[config.mk]
export PLATFORM = sky130hd
export DESIGN_NAME = ram16_arb
export DESIGN_NICKNAME = d
export VERILOG_FILES = /design/src/rtl/ram16_arb.sv
export SDC_FILE = /design/constraint.sdc
export NUM_CORES = 1
export LEC_CHECK = 0
export ABC_AREA = 1
export BUFFER_PORTS_ARGS = -buffer_cell sky130_fd_sc_hd__buf_2
export CAP_MARGIN = 10
export CORE_ASPECT_RATIO = 0.5
export CORE_UTILIZATION = 49
export CTS_CLUSTER_DIAMETER = 80
export DETAILED_ROUTE_END_ITERATION = 10
export GPL_TIMING_DRIVEN = 0
export PLACE_DENSITY = 0.95
export SLEW_MARGIN = 10
export SYNTH_ARGS = -nofsm -noshare
export SYNTH_HDL_FRONTEND = slang
export SYNTH_SLANG_ARGS = --single-unit
[constraint.sdc]
create_clock -name CLK -period 3.6 [get_ports CLK]
set_input_delay 0.54 -clock CLK [delete_from_list [all_inputs] [get_ports CLK]]
set_output_delay 0.54 -clock CLK [all_outputs]
set_load 0.05 [all_outputs]
[src/rtl/ram16_arb.sv]
// rtl/ram16_arb.sv - two-requester arbiter/sequencer serialising reads and writes onto one 16x8 RAM port
// Define RAM16_ARB_FIXED_PRIO_EN to make requester 0 win every tie instead of alternating.
module ram16_arb #(
  parameter int Width  = 16,
  parameter int ADD_WD = 3
) (
  input  logic              CLK,
  input  logic              RST,
  input  logic              req0,
  input  logic              we0,
  input  logic [ADD_WD-1:0] addr0,
  input  logic [Width-1:0]  wdata0,
  input  logic              req1,
  input  logic              we1,
  input  logic [ADD_WD-1:0] addr1,
  input  logic [Width-1:0]  wdata1,
  output logic              gnt0,
  output logic              gnt1,
  output logic              rvalid0,
  output logic              rvalid1,
  output logic [Width-1:0]  rdata,
  output logic              busy,
  output logic              ram_wr_en,
  output logic              ram_rd_en,
  output logic [ADD_WD-1:0] ram_addr,
  output logic [Width-1:0]  ram_wdata,
  input  logic [Width-1:0]  ram_rdata
);

  typedef enum logic [1:0] {
    IDLE   = 2'd0,
    ISSUE  = 2'd1,
    RDWAIT = 2'd2
  } state_t;

  state_t              state_q, state_d;
  // last_gnt_q doubles as the owner of the in-flight read.
  logic                last_gnt_q, last_gnt_d;
  logic                gnt0_q, gnt0_d;
  logic                gnt1_q, gnt1_d;
  logic                rvalid0_q, rvalid0_d;
  logic                rvalid1_q, rvalid1_d;
  logic                busy_q, busy_d;
  logic                wr_en_q, wr_en_d;
  logic                rd_en_q, rd_en_d;
  logic [ADD_WD-1:0]   addr_q, addr_d;
  logic [Width-1:0]    wdata_q, wdata_d;
  logic [Width-1:0]    rdata_q, rdata_d;

  logic                any_req;
  logic                sel1;
  logic                sel_we;
  logic [ADD_WD-1:0]   sel_addr;
  logic [Width-1:0]    sel_wdata;

  always_comb begin
    any_req = req0 | req1;
`ifdef RAM16_ARB_FIXED_PRIO_EN
    sel1 = req1 & ~req0;
`else
    sel1 = req1 & (~req0 | ~last_gnt_q);
`endif
    sel_we    = sel1 ? we1    : we0;
    sel_addr  = sel1 ? addr1  : addr0;
    sel_wdata = sel1 ? wdata1 : wdata0;
  end

  always_comb begin
    state_d    = state_q;
    last_gnt_d = last_gnt_q;
    gnt0_d     = 1'b0;
    gnt1_d     = 1'b0;
    rvalid0_d  = 1'b0;
    rvalid1_d  = 1'b0;
    wr_en_d    = 1'b0;
    rd_en_d    = 1'b0;
    addr_d     = addr_q;
    wdata_d    = wdata_q;
    rdata_d    = rdata_q;
    case (state_q)
      IDLE: begin
        if (any_req) begin
          state_d    = ISSUE;
          last_gnt_d = sel1;
          gnt0_d     = ~sel1;
          gnt1_d     = sel1;
          addr_d     = sel_addr;
          wdata_d    = sel_wdata;
          wr_en_d    = sel_we;
          rd_en_d    = ~sel_we;
        end
      end
      ISSUE: begin
        // rd_en_q is still high here exactly when the issued command is a read.
        state_d = rd_en_q ? RDWAIT : IDLE;
      end
      RDWAIT: begin
        rdata_d   = ram_rdata;
        rvalid0_d = ~last_gnt_q;
        rvalid1_d = last_gnt_q;
        state_d   = IDLE;
      end
      default: begin
        state_d = IDLE;
      end
    endcase
    busy_d = (state_d != IDLE);
  end

  always_ff @(posedge CLK or negedge RST) begin
    if (!RST) begin
      state_q    <= IDLE;
      last_gnt_q <= 1'b1;
      gnt0_q     <= 1'b0;
      gnt1_q     <= 1'b0;
      rvalid0_q  <= 1'b0;
      rvalid1_q  <= 1'b0;
      busy_q     <= 1'b0;
      wr_en_q    <= 1'b0;
      rd_en_q    <= 1'b0;
      addr_q     <= '0;
      wdata_q    <= '0;
      rdata_q    <= '0;
    end else begin
      state_q    <= state_d;
      last_gnt_q <= last_gnt_d;
      gnt0_q     <= gnt0_d;
      gnt1_q     <= gnt1_d;
      rvalid0_q  <= rvalid0_d;
      rvalid1_q  <= rvalid1_d;
      busy_q     <= busy_d;
      wr_en_q    <= wr_en_d;
      rd_en_q    <= rd_en_d;
      addr_q     <= addr_d;
      wdata_q    <= wdata_d;
      rdata_q    <= rdata_d;
    end
  end

  assign gnt0      = gnt0_q;
  assign gnt1      = gnt1_q;
  assign rvalid0   = rvalid0_q;
  assign rvalid1   = rvalid1_q;
  assign rdata     = rdata_q;
  assign busy      = busy_q;
  assign ram_wr_en = wr_en_q;
  assign ram_rd_en = rd_en_q;
  assign ram_addr  = addr_q;
  assign ram_wdata = wdata_q;

endmodule
Word level (Yosys, flattened, before mapping)

Cells that the tools add are included.
Widths: inputs -> output; s select.

Equality and inequality tests: 2
Multiplexer cells: 16
Bitwise gates (word level): 7
Reduce and logical (&&, ||, !) cells: 3

Operators with widths:

| cell               | number |
|---|---|
| $mux 16            | 1 |
| $mux 1             | 11 |
| $mux 2             | 2 |
| $not 1->1          | 4 |
| $pmux 2 s2         | 1 |
| $mux 3             | 1 |
| $eq 2x1->1 const B | 1 |
| $eq 2x2->1 const B | 1 |
| $logic_not 2->1    | 1 |
| $or 1x1->1         | 2 |
| $reduce_and 2->1   | 1 |
| $reduce_bool 2->1  | 1 |
| $and 1x1->1        | 1 |

Flip-flop bits (word level): 45
Input port bits: 60
Output and inout bits: 42
Word-level logic and storage cells: 40

Longest topological paths before layout

Gate-level depths: netlist (run 1).

Depth after elaboration: 7
Mapped depth: 7
Depth with buffers taken out: 6

Worst setup path before layout (run 1)

Ideal clock, no wire load.

Path type: input to register
Start: input req0
End: register addr_q[2] (netlist: ram_addr[2])
Setup time: 118 ps
Data arrival time: 1086 ps
Data required time: 3482 ps
Slack: 2397 ps
Cell stages on the path: 6
Cell sequence: nand2_1 buf_2 buf_6 nand3b_1 nand3_1 nand2_1

Word-level cells in the longest chain between the ends: 4

Ends and longest elaborated chain:

| element              | RTL line | text |
|---|---|---|
| from (decl)          | 9        | `input logic req0,` |
| $not 1->1            | 61       | `sel1 = req1 & (~req0 \| ~last_gnt_q);` |
| $or 1x1->1           | 61       |  |
| $and 1x1->1          | 61       |  |
| $mux 3               | 64       | `sel_addr = sel1 ? addr1 : addr0;` |
| to (signal assigned) | 134      | `addr_q <= addr_d;` |
| to (decl)            | 46       | `logic [ADD_WD-1:0] addr_q, addr_d;` |

Parallel ways exist; a longest one is shown, timed or not.
A chain may end at the register's enable or synchronous reset.

Final worst setup path (run 1)

Start: register wdata_q[9] (netlist: ram_wdata[9])
End: output ram_wdata[9]

RTL lines:

| element                | RTL line | text |
|---|---|---|
| from (decl)            | 47       | `logic [Width-1:0] wdata_q, wdata_d;` |
| from (signal assigned) | 135      | `wdata_q <= wdata_d;` |
| to (decl)              | 26       | `output logic [Width-1:0] ram_wdata,` |

No word-level cell between the ends.

==> impl_metrics.yaml, run 1 <==
setup_path:
  r2r_cells: 6
  reg2reg_from: "last_gnt_q"
  arrival_ns: 0.94
  regToRegSetupSlack_ns: 2.17
  path_cells: "buf_2"
  cp.required_ns: 3.06
  worst-setup-path-type: "flop to output pin"
  worstReg2RegEnd: "ram_wdata[3]"
  crit_path_max_fanout: 2
  path_delay_family: "flip-flops"
  startpoint_type: "flop"
  cp_num_buf_inv: 1
  slowest_stage: "dfrtp_1"
  max_stage_delay_ns: 0.37
  crit_path_end_kind: "output pin"
logic_synthesis:
  ys_types: 16
  synth_cells: 248
  yosysWarnings: 0
  mappedNetlistArea_mm2: 0.00203
  avgSynthCellArea_um2: 8.19
  ys_ff_latch: 45
  syn_nets: 308
  synth_top_area_share_pct: 54.2
  ys_seq_area_share_pct: 55.5
  synth_top_cell_by_area: "dfrtp_1"
  synth_area_leaders: "dfrtp_1, nand2_1, nand3_1, nand3b_1, inv_1"
floorplan:
  fp.coreArea_mm2: 0.00394
  start_util_pct: 51.5
  rows: 16
  die_w_um: 93.1
  dieArea_mm2: 0.00442
  pin_count: 102
  fp.dieH_um: 47.5
place:
  gp_congestion: 0.766
  portBuffers: 101
  dpl_worst_slack_ns: 2.10
  hpwl_um: 3750
timing:
  fin_skew_ns: 0.0102
  hold_ws_ns: 0.396
  hold_viol_final: 0
  slew-limit-headroom_pct: 35.6
  final_max_slew_viol_count: 0
  rsz0062_at_grt: "false"
  min_period_ns: 1.48
  setup_ws_ns: 2.12
  setup_viol: 0
  tightest_slew_ns: 0.966
  period_share_pct: 41.1
  tns_ns: 0
  max_freq_ghz: 0.676
clock_tree:
  cts.repair.resized: 0
  cts-htree-levels: 2
  path_clk_slew_ns: 0.09
  postCtsSetupRepairBufs: 0
  cts_buffer_depth: 2
  clock-sinks: 45
  cts_inserted_buffers: 5
  cts_tree: "built"
  clk_latency_ns: 0.29
  cts-root-buf: "clkbuf_8"
  ctsHoldBuffers: 0
finish:
  finalNetCount: 416
  final_core_util_pct: 68.3
  area_growth_pct: 32.5
  layout-drive-gt1-share_pct: 35.9
  antenna_cells: 0
power_and_ir_drop:
  p_int_mw: 1.21
  p_sw_mw: 1.45
  p_leak_nw: 1.61
  pwr-share-comb_pct: 56.3
  p_clk_share_pct: 11.7
  worst_ir_drop_vdd_v: 0.000374
  power_mw: 2.65
  powerDensity_mw_per_mm2: 985
  p_seq_share_pct: 32.0
  swShare_pct: 54.5
routing:
  viasPerCell: 4.81
  drt-pass1-iter-count: 4
  drt-total-wl_um: 5050
  drt-initial-drc-count: 99
  wl_per_cell_um: 12.3
  via_count: 1977
  drc: 0
  postRouteAntennaNets: 0
global_route:
  grt_start_max_net_pins: 46
  antenna_found_initial: 0
  grt_pass1_vias: 1763
  grt-ovfl-total: 0
  grt_util_all_layers_pct: 23.0
  grt_pass1_wl_um: 7670
flow_run:
  cap_violations: 0
run_status:
  outcome: "finished clean"
hold_path:
  worstHoldPathType: "input pin to async pin"
-- metal layers --
metal	global-route usage (%)	vias to the layer above	wire (um)
met2	41.8	73	2610
met3	5.40	8	277
li1	-	985	-
met4	8.92	0	62
met5	0	-	0
met1	28.3	911	2090
-- registers in the layout, summed over array words and instances (netlist names) --
signal and flops:
ram_wdata 16, rdata 16, ram_addr 3, state_q 2, busy 1, gnt0 1
gnt1 1, last_gnt_q 1, ram_rd_en 1, ram_wr_en 1, rvalid0 1, rvalid1 1
-- cells by family (layout without fill, tap and decap cells) --
group | count (synthesis) | after routing | share of synthesized area (%)
flip-flops | 45 | 45 | 55.5
AND/OR/NAND/NOR | 171 | 171 | 36.0
buffers and inverters | 29 | 138 | 7.64
AO/OA/AOI/OAI | 3 | 3 | 0.862
-- metrics by stage --
step                      instance area, um2  std cells
after global routing                    2690        411
after detailed placement                2610        403
after floorplan                         2030        248
final                                   2690        411
after CTS                               2690        411
after global placement                  2610        403
-- power by group through the flow --
| stage | combinational [mW] | sequential [mW] | clock (mW) |
|---|---|---|---|
| detailed placement | 1.50 | 0.857 | 0 |
| global placement | 1.47 | 0.846 | 0 |
| global route | 1.59 | 0.874 | 0.340 |
| CTS | 1.50 | 0.850 | 0.313 |
| floorplan | 0.362 | 1.62 | 0 |
| finish | 1.49 | 0.849 | 0.309 |
-- cell type report --
class                   count  area (um2)
repair buffers            101         505
clock inverters             2        15.0
multi-input cells         174         749
fillers                   324        1250
plain buffers              14        96.3
well taps                  54        67.6
flip-flops and latches     45        1130
inverters                  15        58.8
clock buffers               6        72.6
-- placed cells by master (no fill, tap or decap), drive strengths merged --
| cell | count |
|---|---|
| nand3b | 9 |
| buf | 115 |
| clkinvlp | 2 |
| o21bai | 1 |
| dfrtp | 44 |
| o21ai | 2 |
| inv | 15 |
| clkbuf | 6 |
| nand2 | 118 |
| nand3 | 35 |
| dfstp | 1 |
| nor2 | 9 |
-- synthesized netlist by cell type (all sizes together) --
cell type  number
o21ai           2
o21bai          1
dfrtp          44
nand3b          9
buf            14
inv            15
nand3          35
nor2            9
nand2         118
dfstp           1
-- worst register-to-register path: stages (launching register included) --
cell and delay, ns:
dfstp_2 0.55, nand2_1 0.07, nand2_1 0.20, buf_2 0.28, nand2_1 0.09, nand3_1 0.08, nand2_1 0.06
-- how the worst max path moves through the flow --
stage                       from       endpoint  slack, ns  depth (start not counted)
detailed placement          req0   ram_wdata[3]       2.10                          7
global placement            req0   ram_wdata[0]       2.19                          7
CTS                 ram_wdata[9]   ram_wdata[9]       2.11                          1
floorplan                   req0    ram_addr[2]       2.40                          6
global route          last_gnt_q  ram_wdata[15]       2.06                          6
finish              ram_wdata[9]   ram_wdata[9]       2.12                          1
(Power assumes the default switching activity.)
==> run 2, diff against run 1 <==
ABC_AREA = 0   (was 1)
CORE_UTILIZATION = 44   (was 49)
PLACE_DENSITY = 0.92   (was 0.95)
clock period = 1.5 ns   (was 3.6 ns; I/O delays follow)
==> run 2 against run 1 <==
  * Area after synthesis is 9.7% lower
  * Clock skew decreased by 0.0073 ns
  * Register-to-register slack got worse by 2.2 ns
  * Utilization is 3.9 points lower
  * Critical endpoint is now ram_rd_en
  * Largest cell class unchanged
==> impl_metrics.yaml, run 2 <==
routing:
  drt-initial-drc-count: 103
  wl_per_cell_um: 16.3
  postRouteAntennaNets: 0
  drt-total-wl_um: 5060
  via_count: 1635
  viasPerCell: 5.27
  drc: 0
  drt-pass1-iter-count: 4
logic_synthesis:
  syn_nets: 207
  synth_common_cells: "dfrtp_1, nand2_1, mux2_2"
  synth_area_leaders: "dfrtp_1, mux2_2, a221o_1, nand2_1, and3_1"
  synth_top_area_share_pct: 60.0
  ys_ff_latch: 45
  avgSynthCellArea_um2: 12.5
  synth_top_cell_by_area: "dfrtp_1"
  synth_most_common_cell: "dfrtp_1"
  synth_edf_count: 0
  mappedNetlistArea_mm2: 0.00184
  ys_seq_area_share_pct: 61.4
  yosysWarnings: 0
  async_flop_share_pct: 100
  synth_flop_cell: "dfrtp_1"
  synth_cells: 147
  ys_types: 28
timing:
  hold_viol_final: 0
  tightest_slew_ns: 0.980
  min_period_ns: 1.48
  fin_skew_ns: 0.00285
  setup_viol: 0
  period_share_pct: 98.8
  slew-limit-headroom_pct: 34.7
  final_max_slew_viol_count: 0
  max_freq_ghz: 0.675
global_route:
  grt-ovfl-total: 0
  grt_util_all_layers_pct: 23.0
  antenna_found_initial: 0
  grt_start_max_net_pins: 46
  gr-max-usage-layer: "met2"
  grt_pass1_wl_um: 7400
  met1_usage_pct: 26.3
  met2_usage_pct: 42.2
  gr-usage-met3_pct: 6.03
  grt_pass1_vias: 1526
place:
  portBuffers: 101
  dp.cells: 302
  hpwl_um: 3440
  placed_cell_area_mm2: 0.00241
  gp_congestion: 0.778
flow_run:
  cap_violations: 0
finish:
  final_area_mm2: 0.00254
  area_growth_pct: 38.2
  layout-drive-gt1-share_pct: 54.7
  final_core_util_pct: 64.3
  multi_input_area_um2: 634
  final_common_cell: "buf_2"
  regArea_mm2: 0.00113
  nFillCells: 283
  antenna_cells: 0
  final_cells: 310
  finalNetCount: 315
  final_cell_mix: "buf_2, dfrtp_1, nand2_1"
setup_path:
  crit_path_end_kind: "flop"
  startpoint_type: "flop"
  worstReg2RegEnd: "ram_rd_en"
  crit_path_max_fanout: 10
  r2r_cells: 4
  cp.required_ns: 1.74
  regToRegSetupSlack_ns: 0.02
  reg2reg_from: "last_gnt_q"
  arrival_ns: 1.72
  worst-setup-path-type: "flop to flop"
clock_tree:
  cts_inserted_buffers: 5
  cts_buffer_depth: 2
  cts_tree: "built"
  clk_latency_ns: 0.30
  cts-root-buf: "clkbuf_8"
  path_clk_slew_ns: 0.08
  clock-sinks: 45
  cts-htree-levels: 2
  ctsHoldBuffers: 0
run_status:
  outcome: "finished clean"
power_and_ir_drop:
  p_leak_nw: 1.34
  worst_ir_drop_vdd_v: 0.000775
  powerDensity_mw_per_mm2: 2480
floorplan:
  die_w_um: 93.3
  fp.dieH_um: 47.7
  rows: 16
  pin_count: 102
  dieArea_mm2: 0.00445
  start_util_pct: 46.5
  fp.coreArea_mm2: 0.00394
hold_path:
  worstHoldPathType: "input pin to async pin"
[run 2: changes by cell type in the layout (fill, tap and decap cells not counted), moves of 9 or more]
cell | previous run | this run
nand3b_1 | 9 | 0
inv_1 | 13 | 1
a221o_1 | 0 | 10
nand3_1 | 35 | 0
a31oi_1 | 0 | 9
nand2_1 | 116 | 18
and3_1 | 0 | 10
mux2_2 | 0 | 15
a21oi_1 | 0 | 9
[run 2: layer usage]
| layer | share of wire [%] | routed length (um) |
|---|---|---|
| met5 | 0 | 0 |
| met4 | 2.9 | 148 |
| met3 | 5.3 | 269 |
| met2 | 54 | 2730 |
| met1 | 38 | 1910 |
[run 2: area by class of cell]
cell class | count | share of cell area, %
sequential | 45 | 44.5
multi-input combinational | 89 | 25.0
timing repair buffer | 101 | 19.9
buffer | 11 | 3.25
clock buffer | 6 | 2.86
tap | 54 | 2.66
clock inverter | 2 | 1.53
inverter | 2 | 0.296
[run 2: cell families after synthesis]
logic type / synth area share, %
AOI/OAI and AO/OA: 12.3
buffers and inverters: 4.29
DFF: 61.4
muxes: 10.4
and+or+nand+nor: 11.7
[run 2: worst max path at each step]
stage / endpoint / slack, ns / cells after the start / startpoint
4_1_cts: ram_addr[0] / 0.03 / 5 / state_q[0]
3_5_place_dp: ram_addr[0] / 0.04 / 5 / state_q[0]
2_1_floorplan: ram_addr[0] / 0.20 / 5 / state_q[0]
3_3_place_gp: ram_wdata[9] / 0.09 / 4 / last_gnt_q
5_1_grt: ram_rd_en / -0.02 / 4 / last_gnt_q
6_report: ram_rd_en / 0.02 / 4 / last_gnt_q
[run 2: where the power goes]
group	leakage [nW]	internal [mW]	total [mW]	switching, mW
Sequential	0.535	1.74	2.01	0.273
Clock	0.0554	0.500	0.915	0.415
Combinational	0.745	0.879	3.36	2.48
[run 2: worst max-delay path: stages, from the launching register on]
cell and delay (ns):
dfstp_2 0.40, a21boi_1 0.27, buf_2 0.30, mux2i_1 0.29, and2_1 0.17
[run 2: what timing repair did]
item	CTS	global route
cloned	0	0
setup endpoints to repair	2	24
gates resized for setup	2	8
setup buffers	0	0
hold endpoints to repair	0	0
[run 2: per-stage QoR]
stage	hold slack, ns	setup TNS (ns)	setup slack (ns)	total power [mW]
after floorplan	-0.0706	0	0.204	4.50
after global placement	0.411	0	0.0886	5.22
after detailed placement	0.432	0	0.0449	5.33
after CTS	0.108	0	0.0306	6.27
after global routing	0.142	-0.0312	-0.0168	6.54
final	0.0811	0	0.0184	6.28
